==> config.mk <==
export PLATFORM = sky130hd
export DESIGN_NAME = ysyx_22040729_seq_divider
export DESIGN_NICKNAME = d
export VERILOG_FILES = /design/src/rtl/ysyx_22040729_seq_divider.sv
export SDC_FILE = /design/constraint.sdc
export NUM_CORES = 1
export LEC_CHECK = 0
export ABC_CLOCK_PERIOD_IN_PS = 6150
export CAP_MARGIN = 10
export CORE_AREA = 2 2 322 165
export CTS_CLUSTER_SIZE = 12
export DETAILED_ROUTE_END_ITERATION = 16
export DIE_AREA = 0 0 324 167
export PLACE_DENSITY = 0.82
export RECOVER_POWER = 50
export REMOVE_ABC_BUFFERS = 1
export SETUP_SLACK_MARGIN = 0.4
export SLEW_MARGIN = 10
export SYNTH_ARGS = -nofsm -noshare
export SYNTH_HDL_FRONTEND = slang
export SYNTH_SLANG_ARGS = --single-unit
==> constraint.sdc <==
create_clock -name clk -period 6.15 [get_ports clk]
set_clock_uncertainty 0.2 [all_clocks]
set_input_delay 0.615 -clock clk [delete_from_list [all_inputs] [get_ports clk]]
set_output_delay 0.615 -clock clk [all_outputs]
set_load 0.05 [all_outputs]
==> src/rtl/ysyx_22040729_seq_divider.sv <==
// Sequential radix-2 restoring divider, signed/unsigned, 64- or 32-bit (word) operation.
// Build option YSYX_22040729_DIV_FASTPATH_EN: divide-by-zero and signed overflow finish on the accepting edge.
module ysyx_22040729_seq_divider #(
    parameter int WIDTH = 64,
    parameter int CNT_W = 7
) (
    input  logic             clk,
    input  logic             rst_n,
    input  logic             in_valid,
    output logic             in_ready,
    input  logic [WIDTH-1:0] dividend,
    input  logic [WIDTH-1:0] divisor,
    input  logic             is_signed,
    input  logic             is_word,
    input  logic             flush,
    output logic             out_valid,
    input  logic             out_ready,
    output logic [WIDTH-1:0] quotient,
    output logic [WIDTH-1:0] remainder
);

`ifdef YSYX_22040729_DIV_FASTPATH_EN
    localparam bit FAST = 1'b1;
`else
    localparam bit FAST = 1'b0;
`endif

    localparam logic [WIDTH-1:0] MIN_FULL = {1'b1, {(WIDTH-1){1'b0}}};
    localparam logic [WIDTH-1:0] MIN_WORD = WIDTH'(32'h8000_0000);

    typedef enum logic [1:0] {IDLE, BUSY, DONE} state_t;

    state_t state, next_state;

    logic [CNT_W-1:0] cnt;
    logic [WIDTH-1:0] part_rem, quo, dsr, q_out, r_out;
    logic             neg_q, neg_r, zero_r, ovf_r, word_r;

    logic [WIDTH-1:0] dd_ext, ds_ext, dd_mag, ds_mag;
    logic             dd_neg, ds_neg, in_zero, in_ovf;
    logic             accept, last, fast_go;

    logic [WIDTH:0]   shifted, diff;
    logic [WIDTH-1:0] iter_rem, iter_quo;

    // Sign handling and special-case overrides applied to the magnitude results.
    function automatic logic [2*WIDTH-1:0] finalize(
        input logic [WIDTH-1:0] q_mag,
        input logic [WIDTH-1:0] r_mag,
        input logic             nq,
        input logic             nr,
        input logic             zero,
        input logic             ovf,
        input logic             word
    );
        logic [WIDTH-1:0] q, r;
        q = nq ? -q_mag : q_mag;
        r = nr ? -r_mag : r_mag;
        if (zero) begin
            q = '1;
        end
        if (ovf) begin
            q = word ? MIN_WORD : MIN_FULL;
            r = '0;
        end
        if (word) begin
            q = {{(WIDTH-32){q[31]}}, q[31:0]};
            r = {{(WIDTH-32){r[31]}}, r[31:0]};
        end
        return {q, r};
    endfunction

    always_comb begin
        dd_ext = dividend;
        ds_ext = divisor;
        if (is_word) begin
            dd_ext = {{(WIDTH-32){is_signed & dividend[31]}}, dividend[31:0]};
            ds_ext = {{(WIDTH-32){is_signed & divisor[31]}}, divisor[31:0]};
        end
    end

    assign dd_neg  = is_signed & dd_ext[WIDTH-1];
    assign ds_neg  = is_signed & ds_ext[WIDTH-1];
    assign dd_mag  = dd_neg ? -dd_ext : dd_ext;
    assign ds_mag  = ds_neg ? -ds_ext : ds_ext;
    assign in_zero = (ds_ext == '0);
    assign in_ovf  = is_signed && (&ds_ext) &&
                     (is_word ? (dividend[31:0] == 32'h8000_0000) : (dd_ext == MIN_FULL));

    assign accept  = (state == IDLE) && in_valid && !flush;
    assign last    = (cnt == CNT_W'(WIDTH-1));
    assign fast_go = FAST && (in_zero || in_ovf);

    // Borrow out of the WIDTH+1-bit subtract is the "does not fit" indication.
    assign shifted  = {part_rem, quo[WIDTH-1]};
    assign diff     = shifted - {1'b0, dsr};
    assign iter_rem = diff[WIDTH] ? shifted[WIDTH-1:0] : diff[WIDTH-1:0];
    assign iter_quo = {quo[WIDTH-2:0], ~diff[WIDTH]};

    always_ff @(posedge clk or negedge rst_n) begin
        if (!rst_n) begin
            state <= IDLE;
        end else begin
            state <= next_state;
        end
    end

    always_comb begin
        next_state = state;
        case (state)
            IDLE: if (in_valid) next_state = fast_go ? DONE : BUSY;
            BUSY: if (last) next_state = DONE;
            DONE: if (out_ready) next_state = IDLE;
            default: next_state = IDLE;
        endcase
        if (flush) begin
            next_state = IDLE;
        end
    end

    // With a zero divisor every step subtracts nothing, so part_rem ends as the dividend magnitude.
    always_ff @(posedge clk or negedge rst_n) begin
        if (!rst_n) begin
            cnt      <= '0;
            part_rem <= '0;
            quo      <= '0;
            dsr      <= '0;
            neg_q    <= 1'b0;
            neg_r    <= 1'b0;
            zero_r   <= 1'b0;
            ovf_r    <= 1'b0;
            word_r   <= 1'b0;
            q_out    <= '0;
            r_out    <= '0;
        end else if (flush) begin
            cnt <= '0;
        end else if (accept) begin
            cnt      <= '0;
            part_rem <= '0;
            quo      <= dd_mag;
            dsr      <= ds_mag;
            neg_q    <= dd_neg ^ ds_neg;
            neg_r    <= dd_neg;
            zero_r   <= in_zero;
            ovf_r    <= in_ovf;
            word_r   <= is_word;
            if (fast_go) begin
                {q_out, r_out} <= finalize('0, dd_mag, dd_neg ^ ds_neg, dd_neg,
                                           in_zero, in_ovf, is_word);
            end
        end else if (state == BUSY) begin
            part_rem <= iter_rem;
            quo      <= iter_quo;
            cnt      <= cnt + 1'b1;
            if (last) begin
                {q_out, r_out} <= finalize(iter_quo, iter_rem, neg_q, neg_r,
                                           zero_r, ovf_r, word_r);
            end
        end
    end

    assign in_ready  = (state == IDLE);
    assign out_valid = (state == DONE);
    assign quotient  = q_out;
    assign remainder = r_out;

endmodule

======== Yosys cells after proc, flatten, opt, wreduce, memory -nomap -nowiden ========
Index checks and enable logic that the tools add are counted.
word-level totals
  register bits after elaboration ......... 334
  input bits .............................. 135
  output and inout port bits .............. 130
  logic and storage cells ................. 74
cells by class
  add/subtract/negate cells ............... 6
  eq/ne operators ......................... 8
  muxes and demuxes ....................... 26
  bitwise operators ....................... 8
  reduce and logical (&&, ||, !) cells .... 14
operators with widths
  operator                                               number
  two-way mux 64 bit                                     17
  negation 64 bit                                        4
  subtractor 65 x 64 -> 65 bit                           1
  equality test 64 bit, second input constant            1
  zero test 64 bit                                       1
  AND reduction 64 bit                                   1
  equality test 32 bit, second input constant            1
  two-way mux 7 bit                                      3
  two-way mux 2 bit                                      4
  adder 7 x 1 -> 7 bit, second input constant            1
  equality test 7 x 6 -> 1 bit, second input constant    1
  inequality test 3 x 2 -> 1 bit, second input constant  2
  one-hot mux 2 bit (3 select lines)                     1
  bitwise AND 1 bit                                      4
  logical AND 1 bit                                      4
  AND reduction 2 bit                                    2
  AND reduction 4 bit                                    1
  inequality test 3 bit, second input constant           1
  NOT 1 bit                                              3
  AND reduction 3 bit                                    1
  nonzero test 3 bit                                     1
  equality test 2 x 1 -> 1 bit, second input constant    1
  equality test 2 bit, second input constant             1
  zero test 2 bit                                        1
  other kinds (4)                                        4

======== Logic depth before layout (Yosys ltp) ========
  depth after elaboration ................. 7
  mapped depth ............................ 27
  mapped depth without buffers ............ 23

======== Worst setup path before layout ========
Ideal clock, no wire load.
  path kind ............................... register to register
  start point ............................. reg quo[63]
  end point ............................... reg r_out[58], in the netlist remainder[58]
  setup time .............................. 0.082 ns
  arrival time ............................ 5.901 ns
  setup slack ............................. -0.033 ns
  stages on the path, launching flop included .. 26
  path buffers ............................ 3
  period minus slack after synthesis ...... 6.183 ns
  path through ............................ dfrtp_1 > inv_1 > ha_1 > fa_1 > nand2b_1 > a21bo_2 > a21boi_4 > nor3_2 > o41ai_4 > o21a_1 > nor2_1 > clkinv_1 > clkbuf_8 > clkbuf_1 > clkbuf_1 > nor2_1 > a21oi_1 > ha_1 > and2_1 > and4bb_2 > nand3_1 > o41a_1 > or3_4 > or2_4 > or4_1 > a31oi_1
between the ends
  cells in the longest elaborated chain, start to end .. 6
RTL lines
  item                          RTL line  source
  from (decl)                   36        logic [WIDTH-1:0] part_rem, quo, dsr, q_out, r_out;
  from (signal assigned)        140       quo <= dd_mag;
  from (signal assigned)        153       quo <= iter_quo;
  subtractor 65 x 64 -> 65 bit  96        assign diff = shifted - {1'b0, dsr};
  two-way mux 64 bit *          97        assign iter_rem = diff[WIDTH] ? shifted[WIDTH-1:0] : diff[WIDTH-1:0];
  negation 64 bit               58        r = nr ? -r_mag : r_mag;
  two-way mux 64 bit *          58
  two-way mux 64 bit *          62        if (ovf) begin
  two-way mux 64 bit *          66        if (word) begin
  to (signal assigned)          148       {q_out, r_out} <= finalize('0, dd_mag, dd_neg ^ ds_neg, dd_neg,
  to (signal assigned)          156       {q_out, r_out} <= finalize(iter_quo, iter_rem, neg_q, neg_r,
  to (decl)                     36
Mark *: on every way between the ends. The rest lies on a longest branch, timed or not.
A chain may end at the register's enable or synchronous reset.

======== Worst setup path in the final report ========
  start point ............................. reg part_rem[9]
  end point ............................... reg r_out[58], in the netlist remainder[58]
between the ends
  cells in the longest elaborated chain, start to end .. 6
RTL lines
  item                          RTL line  source
  from (decl)                   36
  from (signal assigned)        152       part_rem <= iter_rem;
  subtractor 65 x 64 -> 65 bit  96
  two-way mux 64 bit *          97
  negation 64 bit               58
  two-way mux 64 bit *          58
  two-way mux 64 bit *          62
  two-way mux 64 bit *          66
Marked as above.

==> flow_metrics.tcl <==
set metrics [dict create \
    outcome "finished, violations left" \
    violations "capacitance limit, slew limit" \
    p_total_mw 7.54 \
    synth_top_area_share_pct 31.1 \
    ios 265 \
    crit_type "reg -> reg" \
    num_rows 59 \
    cp_top_family "compound AO/OA/AOI/OAI gates" \
    maxSlewViolCount 263 \
    initial_core_util_pct 52.4 \
    crit_start "part_rem[9]$_DFFE_PN0P_" \
    power_density_mw_per_mm2 239 \
    syn_to_final_growth_pct 17.5 \
    synth-seq-cells 334 \
    overflow 0 \
    required_ns 6.43 \
    drc 0 \
    path_buf_inv 0 \
    p_int_mw 4.58 \
    tightest_slew_ns 3.53 \
    synth_cell_types 124 \
    cts_tree "yes" \
    gp_congestion 1.11 \
    worst_setup_path_end_kind "flop" \
    p_switching_mw 2.96 \
    postRouteAntennaNets 0 \
    cp_common_cell "o21ai_0" \
    path_depth 13 \
    drv_cap 4 \
    syn_inst 3484 \
    fin_crit_ns 5.71 \
    post-route-period-util_pct 92.9 \
    num-fill-cells 4476 \
    routed_via_density 6.77 \
    wirelength_um 109000 \
    start_kind "flop" \
    place_ws_ns 0.212 \
    slowest_stage "o21ai_0" \
    cts_buffer_depth 3 \
    grt_pass1_vias 26094 \
    antenna_found_initial 1 \
    yosysWarnings 0 \
    grt_max_degree 212 \
    fin_ws_ns 0.439 \
    drive_gt1_share_pct 7.51 \
    yosys-top-cells-area "dfrtp_1, o21ai_0, nand2_1" \
    path_clk_slew_ns 0.07 \
    cts-root-buf "clkbuf_16" \
    fmax_ghz 0.175 \
    drt_pass1_iterations 8 \
    comb_power_share_pct 35.4 \
    synthArstFlopShare_pct 100 \
    core_sq_mm 0.0513 \
    setup-violations-final 0 \
    crit_chain "ha_1 -> a21oi_1 -> o21ai_0 -> a21o_1 -> o21a_1 -> o21ai_0 -> a22oi_2 -> or4b_1 -> o41a_1 -> or3_4 -> or2_4 -> or4_1 -> a31oi_1" \
    nNetsFinal 3864 \
    grt_setup_unrepaired "yes" \
    synth_ff_type "dfrtp_1" \
    cts_buffers 36 \
    r2r-start "part_rem[9]$_DFFE_PN0P_" \
    chipHeight_um 167 \
    cts_max_level 2 \
    setup.reg_to_reg.worst_slack_ns 0.44 \
    synth_common_cells "o21ai_0, nand2_1, dfrtp_1" \
    syn_area_sq_mm 0.0269 \
    cts_sinks 334 \
    clkPwrFrac_pct 30.1 \
    synth_top_area_cell "dfrtp_1" \
    place_area_sq_mm 0.0302 \
    io_buffers 264 \
    grt_pass1_wl_um 163000 \
    r2r_cells 13 \
    power_frac_seq_pct 34.5 \
    synth_edf_count 0 \
    die_area_sq_mm 0.0541 \
    cpPeakStageDelay_ns 0.66 \
    syn_avg_cell_area_sq_um 7.71 \
    r2r-end "remainder[58]$_DFFE_PN0P_" \
    hold_class "reg -> reg" \
    synth.most_common_cell "o21ai_0" \
    netSwitchingFraction_pct 39.2 \
    setup.worst_path.end "remainder[58]$_DFFE_PN0P_" \
    maxSlewHeadroom_pct -135 \
    ir_worst_vdd_v 0.000174 \
    dpl.hpwl_um 83200 \
    insertion_delay_ns 0.57 \
    p_leak_nw 13.1 \
    fin_area_sq_mm 0.0316 \
    grt_usage_pct 39.3 \
    wl_per_cell_um 24.8 \
    worstPathMaxFanout 11 \
    final_hold_viol_count 0 \
    ys_seq_area_share_pct 31.1 \
    drtIter0Drc 5803 \
    via_count 29640 \
    dieWidth_um 324 \
    critPathArrivalTime_ns 5.99 \
]
## worst min-delay path, delay by kind of cell, from the launching register on
family | cells | cell delay [ns]
AND/OR/NAND/NOR | 2 | 0.10
flip-flops | 1 | 0.34
## layout by cell type (no fill, tap or decap), drive strengths merged, types with 52 or more instances in the layout
cell             n
clkbuf          54
clkdlybuf4s50  205
ha              70
o31ai           67
buf             87
nor3            94
nand4           66
dfrtp          334
nor2           317
nand3          136
mux2i           52
xor2            86
inv            128
o21ai          468
xnor2          137
a22oi           56
nand2          368
dlygate4sd3     58
a21oi          256
nor4            54
## sequential cells by signal, summed over array words and instances (netlist names)
register	flops
part_rem	64
neg_q	1
neg_r	1
zero_r	1
word_r	1
remainder	64
dsr	64
ovf_r	1
quotient	64
quo	64
state	2
cnt	7
## stage by stage
| stage | cells | hold slack (ns) | utilization [%] | setup TNS (ns) |
|---|---|---|---|---|
| 2_1_floorplan | 3267 | 0.119 | - | -638.98 |
| 3_3_place_gp | 4318 | 0.252 | 58.8 | 0 |
| 4_1_cts | 4377 | 0.271 | 61.2 | 0 |
| 5_1_grt | 4379 | 0.301 | 61.5 | 0 |
| 6_report | 4381 | 0.258 | 61.5 | 0 |
| 3_5_place_dp | 4318 | 0.258 | 58.8 | 0 |
## power by group through the flow
stage | registers, mW | logic [mW] | clock network, mW
after global placement | 2.62 | 2.44 | 0
after CTS | 2.59 | 2.48 | 2.26
after detailed placement | 2.63 | 2.45 | 0
after floorplan | 2.59 | 1.51 | 0
after global routing | 2.63 | 2.85 | 2.36
final | 2.60 | 2.67 | 2.27
## routing by layer
| layer | share of wire, % | GRT usage, % |
|---|---|---|
| met1 | 45 | 62.1 |
| met5 | 0.30 | 1.33 |
| met2 | 33 | 42.8 |
| met4 | 1.5 | 5.15 |
| met3 | 20 | 24.6 |
## logic make-up (layout without fill, tap and decap cells)
group	count (synthesis)	after routing	share of synthesized area (%)
simple gates	1257	1257	22.7
mux	60	60	2.27
other cells	0	3	0
fa+ha+maj	71	71	3.33
flops	334	334	31.1
buf+inv	346	539	5.39
xor+xnor	223	223	7.27
compound gates	1193	1193	27.9
## layout make-up
class	instances	area (sq um)	share of cell area, %
well taps	701	877	2.78
multi-input cells	2804	17400	55.0
repair buffers	353	3320	10.5
clock inverters	6	95.1	0.301
flip-flops and latches	334	8370	26.5
inverters	129	489	1.55
clock buffers	51	1060	3.36
diodes	3	7.51	0.0238
## worst min-delay path by stage
stage	end	slack (ns)	cells past startpoint	startpoint
2_1_floorplan	cnt[0]$_DFFE_PN0P_	0.12	0	rst_n
3_3_place_gp	quotient[14]$_DFFE_PN0P_	0.25	2	quotient[14]$_DFFE_PN0P_
3_5_place_dp	quotient[14]$_DFFE_PN0P_	0.26	2	quotient[14]$_DFFE_PN0P_
4_1_cts	quotient[14]$_DFFE_PN0P_	0.27	2	quotient[14]$_DFFE_PN0P_
5_1_grt	remainder[14]$_DFFE_PN0P_	0.30	2	remainder[14]$_DFFE_PN0P_
6_report	quotient[14]$_DFFE_PN0P_	0.26	2	quotient[14]$_DFFE_PN0P_
## repair_timing
action                                 in CTS  in global routing
pin swaps                                   1                  4
buffers inserted                            1                  1
hold buffers                                1                  0
resized for setup                          13                 47
setup endpoints to repair                  11                 29
endpoints found under the hold margin      91                  0
No activity file was read; power rests on OpenSTA's default activity.
